[src/rtl/bcd_to_binary_seq_pkg.sv]
// Shared types and constants for the sequential BCD-to-binary converter.
package bcd_to_binary_seq_pkg;

    typedef enum logic {
        IDLE  = 1'b0,
        SHIFT = 1'b1
    } state_t;

    localparam int         BCD_NIBBLE_W  = 4;
    localparam logic [3:0] BCD_MAX_DIGIT = 4'd9;
    localparam logic [3:0] DD_ADJ_THRESH = 4'd8;
    localparam logic [3:0] DD_ADJ_VAL    = 4'd3;

    // One shift per BCD bit, so the counter spans 0 .. 4*digits-1.
    function automatic int cnt_w(input int digits);
        return $clog2(BCD_NIBBLE_W * digits);
    endfunction

    function automatic longint pow10(input int n);
        longint r;
        r = 1;
        for (int i = 0; i < n; i++) r = r * 10;
        return r;
    endfunction

endpackage

[src/rtl/bcd_to_binary_seq_if.sv]
// Request/response bundle between keypad entry logic and the BCD-to-binary converter.
interface bcd_to_binary_seq_if #(
    parameter int DIGITS = 4,
    parameter int BIN_W  = 14
);
    logic                  start;
    logic [4*DIGITS-1:0]   bcd_in;
    logic [BIN_W-1:0]      bin_out;
    logic                  busy;
    logic                  done;
    logic                  err;

    modport master (output start, bcd_in, input bin_out, busy, done, err);
    modport slave  (input start, bcd_in, output bin_out, busy, done, err);
endinterface

[src/rtl/bcd_to_binary_seq_nibble_adjust.sv]
// Reverse double-dabble correction for one BCD digit: subtract 3 when the nibble is >= 8.
module bcd_nibble_adjust
    import bcd_to_binary_seq_pkg::*;
(
    input  logic [3:0] din,
    output logic [3:0] dout
);
    assign dout = (din >= DD_ADJ_THRESH) ? (din - DD_ADJ_VAL) : din;
endmodule

[src/rtl/bcd_to_binary_seq.sv]
// Sequential BCD-to-binary converter (reverse double-dabble, one bit per clock).
// Optional input digit validation when BCD2BIN_DIGIT_CHECK_EN is defined.
module bcd_to_binary_seq
    import bcd_to_binary_seq_pkg::*;
#(
    parameter int DIGITS = 4,
    parameter int BIN_W  = 14
) (
    input  logic               clk,
    input  logic               rst,
    bcd_to_binary_seq_if.slave bus
);
    localparam int                 BCD_W = BCD_NIBBLE_W * DIGITS;
    localparam int                 SR_W  = 2 * BCD_W;
    localparam int                 CNT_W = cnt_w(DIGITS);
    localparam logic [CNT_W-1:0]   LAST  = CNT_W'(BCD_W - 1);

    if ((64'd1 << BIN_W) <= (pow10(DIGITS) - 1)) begin : g_bad_width
        $error("bcd_to_binary_seq: BIN_W too small for DIGITS");
    end

    state_t                   state, state_n;
    logic [CNT_W-1:0]         cnt, cnt_n;
    logic [SR_W-1:0]          sr, sr_n, sh;
    logic [DIGITS-1:0][3:0]   sh_bcd, adj_bcd;
    logic [BCD_W-1:0]         bin_fld;
    logic [BIN_W-1:0]         bin_r, bin_n;
    logic                     done_r, done_n;

    // {bcd_field, bin_field} shifts right as one word; only the BCD half gets corrected.
    assign sh      = sr >> 1;
    assign sh_bcd  = sh[SR_W-1:BCD_W];
    assign bin_fld = sh[BCD_W-1:0];

    for (genvar i = 0; i < DIGITS; i++) begin : g_adj
        bcd_nibble_adjust u_adj (
            .din  (sh_bcd[i]),
            .dout (adj_bcd[i])
        );
    end

`ifdef BCD2BIN_DIGIT_CHECK_EN
    logic [DIGITS-1:0][3:0] in_dig;
    logic [DIGITS-1:0]      bad_dig;
    logic                   err_r, err_n;

    assign in_dig = bus.bcd_in;
    for (genvar i = 0; i < DIGITS; i++) begin : g_chk
        assign bad_dig[i] = in_dig[i] > BCD_MAX_DIGIT;
    end
    assign bus.err = err_r;
`else
    assign bus.err = 1'b0;
`endif

    always_comb begin
        state_n = state;
        cnt_n   = cnt;
        sr_n    = sr;
        bin_n   = bin_r;
        done_n  = 1'b0;
`ifdef BCD2BIN_DIGIT_CHECK_EN
        err_n   = err_r;
`endif
        case (state)
            IDLE: begin
                if (bus.start) begin
`ifdef BCD2BIN_DIGIT_CHECK_EN
                    if (|bad_dig) begin
                        done_n = 1'b1;
                        err_n  = 1'b1;
                        bin_n  = '0;
                    end else
`endif
                    begin
                        sr_n    = {bus.bcd_in, {BCD_W{1'b0}}};
                        cnt_n   = '0;
                        state_n = SHIFT;
                    end
                end
            end
            SHIFT: begin
                sr_n  = {adj_bcd, bin_fld};
                cnt_n = cnt + 1'b1;
                if (cnt == LAST) begin
                    // Final shift: the result is taken from this cycle's shifted word.
                    bin_n   = BIN_W'(bin_fld);
                    done_n  = 1'b1;
                    cnt_n   = '0;
                    state_n = IDLE;
`ifdef BCD2BIN_DIGIT_CHECK_EN
                    err_n   = 1'b0;
`endif
                end
            end
            default: state_n = IDLE;
        endcase
    end

    always_ff @(posedge clk) begin
        if (rst) begin
            state  <= IDLE;
            cnt    <= '0;
            sr     <= '0;
            bin_r  <= '0;
            done_r <= 1'b0;
`ifdef BCD2BIN_DIGIT_CHECK_EN
            err_r  <= 1'b0;
`endif
        end else begin
            state  <= state_n;
            cnt    <= cnt_n;
            sr     <= sr_n;
            bin_r  <= bin_n;
            done_r <= done_n;
`ifdef BCD2BIN_DIGIT_CHECK_EN
            err_r  <= err_n;
`endif
        end
    end

    assign bus.bin_out = bin_r;
    assign bus.done    = done_r;
    assign bus.busy    = (state == SHIFT);

endmodule

[src/flat_wrapper.sv]
// flat-port wrapper written by rule: the top's interface ports become plain ports
module bcd_to_binary_seq_flat import bcd_to_binary_seq_pkg::*;
#(
    parameter int DIGITS = 4,
    parameter int BIN_W  = 14
)
  (clk, rst, bus_start, bus_bcd_in, bus_bin_out, bus_busy, bus_done, bus_err);
  bcd_to_binary_seq_if #(.DIGITS(DIGITS), .BIN_W(BIN_W)) bus_i ();
  input  logic clk;
  input  logic rst;
  input wire logic [$bits(bus_i.start)-1:0] bus_start;
  input wire logic [$bits(bus_i.bcd_in)-1:0] bus_bcd_in;
  output wire logic [$bits(bus_i.bin_out)-1:0] bus_bin_out;
  output wire logic [$bits(bus_i.busy)-1:0] bus_busy;
  output wire logic [$bits(bus_i.done)-1:0] bus_done;
  output wire logic [$bits(bus_i.err)-1:0] bus_err;
  assign bus_i.start = bus_start;
  assign bus_i.bcd_in = bus_bcd_in;
  assign bus_bin_out = bus_i.bin_out;
  assign bus_busy = bus_i.busy;
  assign bus_done = bus_i.done;
  assign bus_err = bus_i.err;
  bcd_to_binary_seq #(.DIGITS(DIGITS), .BIN_W(BIN_W)) u_core (.clk(clk), .rst(rst), .bus(bus_i));
endmodule
[config.mk]
export PLATFORM = sky130hd
export DESIGN_NAME = bcd_to_binary_seq_flat
export DESIGN_NICKNAME = d
export VERILOG_FILES = /design/src/rtl/bcd_to_binary_seq_pkg.sv /design/src/rtl/bcd_to_binary_seq_if.sv /design/src/rtl/bcd_to_binary_seq_nibble_adjust.sv /design/src/rtl/bcd_to_binary_seq.sv /design/src/flat_wrapper.sv
export SDC_FILE = /design/constraint.sdc
export NUM_CORES = 1
export LEC_CHECK = 0
export ABC_AREA = 1
export CAP_MARGIN = 10
export CORE_MARGIN = 8
export CORE_UTILIZATION = 60
export CTS_BUF_LIST = sky130_fd_sc_hd__clkbuf_2
export CTS_CLUSTER_DIAMETER = 150
export CTS_CLUSTER_SIZE = 12
export DETAILED_ROUTE_END_ITERATION = 7
export DONT_BUFFER_PORTS = 1
export GPL_ROUTABILITY_DRIVEN = 0
export PLACE_DENSITY = 0.76
export SLEW_MARGIN = 20
export SYNTH_ARGS = -nofsm -noshare
export SYNTH_HDL_FRONTEND = slang
export SYNTH_HIERARCHICAL = 1
export SYNTH_SLANG_ARGS = --single-unit
[constraint.sdc]
create_clock -name clk -period 1.6 [get_ports clk]
set_clock_uncertainty 0.1 [all_clocks]
set_input_delay 0.16 -clock clk [delete_from_list [all_inputs] [get_ports clk]]
set_output_delay 0.16 -clock clk [all_outputs]
set_load 0.02 [all_outputs]
==> flow_summary.json, run 1 <==
{
  "io_pins": 36,
  "fin_crit_ns": 1.49,
  "fmax_ghz": 0.673,
  "drt_iter0_markers": 124,
  "worstPathCellList": "buf_4",
  "dp.final_hpwl_um": 3010,
  "dieHeight_um": 78.8,
  "cts_resized": 0,
  "r2r_slack_ns": 0.19,
  "final_common_cell": "nand2_1",
  "antenna_left": 0,
  "grt_pass1_vias": 1913,
  "vias": 2038,
  "whs_ns": 0.332,
  "p_per_area_nw_per_um2": 811,
  "critPathBufInv": 1,
  "vias_per_cell": 4.83,
  "htreeDepth": 2,
  "crit_required_ns": 1.34,
  "netlist_area_sq_um": 2370,
  "final_cell_mix": "165 x nand2_1, 51 x dfxtp_1, 39 x inv_1, 22 x nand3_1",
  "min_period_over_period_pct": 92.9,
  "ys_types": 25,
  "wire_per_inst_um": 11.0,
  "drive_gt1_share_pct": 6.45,
  "initial_utilization_pct": 61.0,
  "slew_violations": 0,
  "grt-ovfl-total": 0,
  "drt_drc_violations_left": 0,
  "status": "completed",
  "drt_wl_total_um": 4640,
  "crit_path_start_kind": "flip-flop",
  "slew-limit-headroom_pct": 49.9,
  "synth_area_per_cell_sq_um": 6.87,
  "seq_area_frac_synth_pct": 43.1,
  "grt_max_degree": 21,
  "synthCells": 345,
  "critical-path-max-stage-delay_ns": 0.50,
  "syn_to_final_growth_pct": 12.2,
  "cts.sinks": 51,
  "cpMaxStageDelayCell": "dfxtp_1",
  "synthArstFlopShare_pct": 0,
  "dieWidth_um": 78.8,
  "diodes": 0,
  "stdcell_area_sq_um": 2660,
  "rsz0062_at_grt": "false",
  "ir_drop_v": 0.000461,
  "clkSlewWorstSetupHoldPaths_ns": 0.26,
  "track_usage_pct": 15.8,
  "cts_tree": "yes",
  "antenna_found_initial": 0,
  "hp-class": "in -> reg",
  "p_leak_uw": 0.00129,
  "grt_busiest_layer": "met2",
  "drt-pass1-iter-count": 4,
  "cts_buffers": 5,
  "place_area_sq_um": 2410,
  "clk_latency_ns": 0.44,
  "clockBufferDepth": 2,
  "grt_pass1_wl_um": 8170,
  "worstPathMaxFanout": 18,
  "synth_warnings": 6,
  "layout.nets": 399,
  "hold_viol_final": 0,
  "finalSetupViolCount": 0,
  "critical_path_class": "reg -> out",
  "cap_violations": 0,
  "use_met1_pct": 17.8,
  "path_delay_family": "flip-flops",
  "cts_root_buffer": "clkbuf_2",
  "portBuffers": 0,
  "tns_ns": 0,
  "cp.arrival_ns": 1.23,
  "tightest_slew_ns": 0.749,
  "design.core.area_sq_um": 3880,
  "gr-usage-met2_pct": 27.8,
  "synth_edf_count": 0,
  "ys_ff_latch": 51,
  "dieArea_sq_um": 6210,
  "end_kind": "primary output",
  "ys.flop_type": "dfxtp_1",
  "grt_use_met3_pct": 3.72,
  "row_count": 23
}
## state kept, by name, summed over array words and instances (netlist names)
register            cells
u_core/sr              31
u_core/bus.bin_out     14
u_core/cnt              4
u_core/bus.busy         1
u_core/bus.done         1
## routing by layer
| metal | share of wire (%) | vias to the layer above |
|---|---|---|
| met5 | 0 | - |
| met4 | 1.6 | 0 |
| li1 | - | 1087 |
| met2 | 49 | 32 |
| met3 | 4.3 | 7 |
| met1 | 45 | 912 |
## layout make-up
| cell class | count | area, sq um |
|---|---|---|
| repair buffers | 27 | 253 |
| well taps | 50 | 62.6 |
| flip-flops and latches | 51 | 1020 |
| fillers | 352 | 1230 |
| clock inverters | 3 | 20.0 |
| inverters | 43 | 165 |
| clock buffers | 5 | 25.0 |
| multi-input cells | 243 | 1110 |
## Yosys cell counts, types with 2 or more instances
cell	n	area, sq um
buf_6	2	22.5
nand3_1	22	110
nor2_2	2	12.5
inv_1	39	146
buf_4	6	45.0
a21oi_1	20	100
ha_1	9	113
dfxtp_1	51	1020
xor2_1	4	35.0
nand2_1	165	619
a21boi_1	4	30.0
inv_2	2	7.51
clkbuf_1	2	7.51
buf_2	3	15.0
o21ai_0	4	20.0
## power breakdown
part / switching, uW / total [uW] / internal, uW
Combinational: 169 / 289 / 120
Clock: 410 / 515 / 105
Sequential: 41.6 / 1350 / 1310
Total: 620 / 2160 / 1540
## kinds of logic (layout without fill, tap and decap cells)
kind of cell	Yosys count	in the layout	synth area share, %
other	1	7	0.158
flip-flops	51	51	43.1
AO/OA/AOI/OAI	29	29	6.55
XOR/XNOR	4	4	1.48
AND/OR/NAND/NOR	194	194	33.0
adder cells (fa/ha/maj)	9	9	4.75
buffers and inverters	57	78	10.9
## metrics by stage
step | cells | setup slack, ns | power, uW | util [%]
after floorplan | 351 | 0.282 | 1570 | -
after global placement | 394 | 0.305 | 1610 | 62.1
after detailed placement | 394 | 0.254 | 1610 | 62.1
after CTS | 422 | 0.0850 | 2170 | 68.4
after global routing | 422 | 0.0365 | 2280 | 68.4
final | 422 | 0.114 | 2160 | 68.4
## final timing paths
kind | startpoint | depth (start not counted) | endpoint
setup / recovery | u_core/bus.busy | 1 | bus_busy
hold / removal | bus_bcd_in[3] | 5 | u_core/sr[19]
setup reg to reg | u_core/sr[21] | 8 | u_core/sr[21]
hold reg to reg | u_core/sr[3] | 2 | u_core/bus.bin_out[2]
## timing repair
action                                 CTS  global route
hold buffers                            20             0
endpoints found under the hold margin   50             0
buffers inserted                         0             0
(Power assumes the default switching activity.)
==> inputs of run 2 (changes only) <==
- ABC_AREA: 1 -> default
==> run 2 against run 1 <==
Against the previous run: core utilization is 2.2 points higher; critical path depth is 3 higher; flip-flop and latch count stayed put; largest cell class unchanged.
==> flow_summary.json, run 2 <==
{
  "status": "completed",
  "synth_area_per_cell_sq_um": 9.64,
  "diodes": 0,
  "final_common_cell": "dfxtp_1",
  "min_period_over_period_pct": 91.6,
  "synth_area_leaders": "dfxtp_1 43%, mux2_2 7.7%, mux2i_1 7.2%",
  "finalSetupViolCount": 0,
  "grt-ovfl-total": 0,
  "p_per_area_nw_per_um2": 822,
  "cp.arrival_ns": 1.75,
  "drive_gt1_share_pct": 12.5,
  "drt_wl_total_um": 4010,
  "track_usage_pct": 14.0,
  "hold_viol_final": 0,
  "wire_per_inst_um": 12.9,
  "stdcell_area_sq_um": 2620,
  "cts_tree": "yes",
  "ys.flop_type": "dfxtp_1",
  "clockBufferDepth": 2,
  "ys_ff_latch": 51,
  "clk_latency_ns": 0.41,
  "layout.nets": 290,
  "clkSlewWorstSetupHoldPaths_ns": 0.25,
  "cts_root_buffer": "clkbuf_2",
  "htreeDepth": 2,
  "fin_crit_ns": 1.46,
  "vias": 1629,
  "place_area_sq_um": 2360,
  "synth_warnings": 6,
  "final_cell_mix": "50 x dfxtp_1, 33 x nor2_1, 25 x a21oi_1, 17 x mux2i_1, 17 x dlygate4sd3_1",
  "power.total_uw": 2150,
  "cts_buffers": 5,
  "antenna_found_initial": 0,
  "p_leak_uw": 0.00104,
  "holdPathEnd": "u_core/bus.busy",
  "r2r-end": "u_core/bus.bin_out[5]",
  "cts_setup_buffers": 0,
  "whs_path_depth": 3,
  "synthArstFlopShare_pct": 0,
  "ys_types": 28,
  "slew_violations": 0,
  "hp-class": "in -> reg",
  "crit_required_ns": 1.89,
  "drt_drc_violations_left": 0,
  "drt-pass1-iter-count": 4,
  "r2r-start": "u_core/cnt[0]",
  "dieWidth_um": 78.6,
  "ys_top_cells_by_count": "51 x dfxtp_1, 33 x nor2_1, 25 x a21oi_1, 17 x mux2i_1",
  "syn_to_final_growth_pct": 11.5,
  "dieHeight_um": 78.6,
  "synth_area_leader_cell": "dfxtp_1",
  "ir_drop_v": 0.000479,
  "tns_ns": 0,
  "synthCells": 244,
  "design.core.area_sq_um": 3720,
  "portBuffers": 0,
  "netlist_area_sq_um": 2350,
  "fmax_ghz": 0.683,
  "crit_path_start_kind": "flip-flop",
  "worstHoldStart": "bus_start",
  "end_kind": "flip-flop",
  "critical_path_class": "reg -> reg",
  "row_count": 22,
  "grt_pass1_wl_um": 7200,
  "antenna_left": 0,
  "initial_utilization_pct": 63.3,
  "synth_most_common_cell": "dfxtp_1",
  "cap_violations": 0,
  "dp.final_hpwl_um": 2660,
  "drt_iter0_markers": 72,
  "yosysTopAreaCellShare_pct": 43.4,
  "worstPathMaxFanout": 15,
  "seq_area_frac_synth_pct": 43.4,
  "instances_no_fill": 311,
  "rsz0062_at_grt": "false",
  "dieArea_sq_um": 6180,
  "largest_register_ffs": 31,
  "rr_worst_depth": 4,
  "grt_pass1_vias": 1628,
  "r2r_slack_ns": 0.14,
  "vias_per_cell": 5.24,
  "utilization_pct": 70.6,
  "regMostFlops": "u_core/sr",
  "cp-startpoint": "u_core/cnt[0]",
  "grt_max_degree": 39,
  "placed_cells": 284,
  "io_pins": 36,
  "synth_edf_count": 0,
  "cts.sinks": 51
}
==> run 2: changes by cell type after synthesis, sizes merged, moves of 5 or more <==
cell / previous run / this run
inv: 42 / 9
nor3b: 0 / 16
mux2i: 0 / 17
nand3: 23 / 1
nand2b: 0 / 5
a21oi: 20 / 25
nor2: 3 / 34
a22o: 0 / 14
mux2: 0 / 16
nand2: 166 / 5
nor2b: 0 / 6
==> run 2: layout make-up <==
class,instances,area [sq um]
flip-flops and latches,51,1020
fillers,292,1090
clock buffers,5,25.0
multi-input cells,172,1220
well taps,48,60.1
clock inverters,3,23.8
inverters,9,33.8
repair buffers,23,240
==> run 2: how the worst max path moves through the flow <==
stage                                   to  slack (ns)
floorplan           u_core/bus.bin_out[10]        0.15
global placement     u_core/bus.bin_out[1]        0.20
detailed placement   u_core/bus.bin_out[5]        0.17
CTS                  u_core/bus.bin_out[1]        0.12
global route         u_core/bus.bin_out[3]       0.005
finish               u_core/bus.bin_out[5]        0.14
==> run 2: per-stage QoR <==
step	hold WS [ns]	worst slack [ns]
3_3_place_gp	0.137	0.199
3_5_place_dp	0.139	0.166
5_1_grt	0.00631	0.00548
2_1_floorplan	0.313	0.152
6_report	0.0260	0.135
4_1_cts	0.00921	0.116
==> run 2: kinds of logic after synthesis <==
group                    share of synthesized area (%)
multiplexers                                      14.9
adder cells (fa/ha/maj)                           4.79
buffers and inverters                             5.59
XOR/XNOR                                          2.98
AND/OR/NAND/NOR                                   16.2
AO/OA/AOI/OAI                                     11.9
flip-flops                                        43.4
other                                            0.160
==> run 2: repair_timing <==
action,in CTS,in global routing
hold endpoints to repair,51,0
resized for setup,0,0
hold buffers,19,0
==> run 2: critical path: stages (launching register included) <==
cell	delay, ns
dfxtp_1	0.39
ha_1	0.25
nand4_1	0.14
nor2b_4	0.36
a22o_1	0.20
==> run 2: power by group <==
| part | total (uW) | switching [uW] | internal [uW] |
|---|---|---|---|
| Combinational | 290 | 139 | 150 |
| Clock | 511 | 399 | 112 |
| Sequential | 1350 | 42.2 | 1310 |
| Total | 2150 | 580 | 1570 |
==> run 2: per-layer routing <==
layer	wire length [um]	vias to the layer above	track usage (%)
li1	-	861	-
met5	0	-	0
met4	31	0	3.89
met2	2040	27	25.6
met3	222	4	4.67
met1	1710	737	14.9
==> inputs of run 3 (changes only) <==
- clock period: 1.6 -> 1.5 ns (I/O delays scaled with it)
==> run 3 against run 2 <==
Against the previous run: fmax rose by 1.4%; cell count rose by 0.96%; clock-buffer cell count did not move; sequential share of layout area fell by 0.74 points; critical path depth rose by 1; register-to-register slack got worse by 0.08 ns; die area did not move; largest power group unchanged; highest routed layer unchanged.
==> flow_summary.json, run 3 (synthesis gave the netlist of run 2 again) <==
{
  "drt_drc_violations_left": 0,
  "crit_required_ns": 1.73,
  "instances_no_fill": 314,
  "clk_latency_ns": 0.41,
  "drt-pass1-iter-count": 4,
  "setup_ws_ns": 0.0550,
  "whs_ns": 0.0351,
  "seq_area_sq_um": 1020,
  "diodes": 0,
  "dieWidth_um": 78.6,
  "cpMaxStageDelayCell": "dfxtp_2",
  "regMostFlops": "u_core/sr",
  "final_cell_mix": "48 x dfxtp_1, 33 x nor2_1, 25 x a21oi_1, 17 x mux2i_1, 17 x dlygate4sd3_1",
  "hold_viol_final": 0,
  "drive_gt1_share_pct": 14.3,
  "htreeDepth": 2,
  "pre_cts_slack_ns": 0.103,
  "rr_worst_depth": 5,
  "worstPathCellList": "ha_1, nand4_1, nor2b_4, buf_12, a22o_1",
  "drt_iter0_markers": 84,
  "critPathBufInv": 1,
  "ir_drop_v": 0.000562,
  "cts_buffers": 5,
  "clockBufferDepth": 2,
  "clkSlewWorstSetupHoldPaths_ns": 0.25,
  "grt_pass1_wl_um": 7130,
  "dp.final_hpwl_um": 2690,
  "placed_cells": 286,
  "grt_pass1_vias": 1654,
  "grt_max_degree": 39,
  "crit_path_start_kind": "flip-flop",
  "dieHeight_um": 78.6,
  "hp-class": "in -> reg",
  "fin_crit_ns": 1.45,
  "layout.nets": 293,
  "power.total_uw": 2460,
  "cts_tree": "yes",
  "fmax_ghz": 0.692,
  "vias_per_cell": 5.33,
  "syn_to_final_growth_pct": 14.0,
  "whs_path_depth": 4,
  "antenna_found_initial": 0,
  "cts.sinks": 51,
  "initial_utilization_pct": 63.3,
  "final_common_cell": "dfxtp_1",
  "min_period_over_period_pct": 96.3,
  "fillers": 276,
  "vias": 1674,
  "critical-path-max-stage-delay_ns": 0.40,
  "grt-ovfl-total": 0,
  "wire_per_inst_um": 13.1,
  "cap_violations": 0,
  "antenna_left": 0,
  "drt_wl_total_um": 4120,
  "place_area_sq_um": 2380,
  "multi_input_area_sq_um": 1220,
  "worstPathMaxFanout": 15,
  "design.core.area_sq_um": 3720,
  "track_usage_pct": 13.9,
  "slew_violations": 0,
  "end_kind": "flip-flop",
  "path_delay_family": "flip-flops",
  "largest_register_ffs": 31,
  "dieArea_sq_um": 6180,
  "crit_cells": 5,
  "status": "completed",
  "io_pins": 36,
  "finalSetupViolCount": 0,
  "row_count": 22,
  "stdcell_area_sq_um": 2680,
  "p_per_area_nw_per_um2": 918,
  "cp.arrival_ns": 1.68,
  "cts_root_buffer": "clkbuf_2",
  "p_leak_uw": 0.00108,
  "portBuffers": 0,
  "critical_path_class": "reg -> reg"
}
-- run 3: cell types whose count changed in the layout (fill, tap and decap cells not counted), sizes merged --
cell and delta:
bufinv +1, clkinvlp -2, inv -1, buf +3, clkinv +2
-- run 3: area by class of cell --
class	count	share of cell area, %
Clock inverter	3	1.63
Clock buffer	5	0.934
Multi-Input combinational cell	172	45.4
Timing Repair Buffer	26	10.3
Tap cell	48	2.24
Sequential cell	51	38.2
Inverter	9	1.26
-- run 3: final timing paths --
kind | to | from | slack, ns
hold / removal | u_core/sr[9] | bus_start | 0.04
setup / recovery | u_core/bus.bin_out[3] | u_core/cnt[0] | 0.05
hold reg to reg | u_core/cnt[0] | u_core/cnt[0] | 0.40
setup reg to reg | u_core/bus.bin_out[3] | u_core/cnt[0] | 0.05
-- run 3: report_power, final --
group | total, uW | switching (uW) | internal [uW]
clock | 697 | 415 | 283
sequential | 1450 | 46.3 | 1400
combinational | 317 | 150 | 167
total | 2460 | 611 | 1850
-- run 3: routing by layer --
metal  part of all wire (%)  vias up  global-route usage, %  routed length [um]
met4                    1.2        0                   6.67                  49
met5                      0        -                      0                   0
met2                     49       28                   24.5                2010
met1                     45      772                   15.2                1860
li1                       -      870                      -                   -
met3                    4.9        4                   3.64                 203
-- run 3: timing repair --
item	4_1_cts	5_1_grt
gates resized for setup	0	2
endpoints found under the hold margin	51	0
hold buffers	19	0
setup endpoints to repair	0	8
setup buffers	0	1
-- run 3: metrics by stage --
stage / setup TNS, ns / utilization (%)
after floorplan: 0 / -
after global placement: 0 / 64.0
after detailed placement: 0 / 64.0
after CTS: 0 / 71.5
after global routing: -0.00505 / 72.1
final: 0 / 72.1
-- run 3: worst register-to-register path, stage by stage (launching register included) --
cell and delay, ns:
dfxtp_2 0.40, ha_1 0.17, nand4_1 0.16, nor2b_4 0.18
buf_12 0.14, a22o_1 0.22
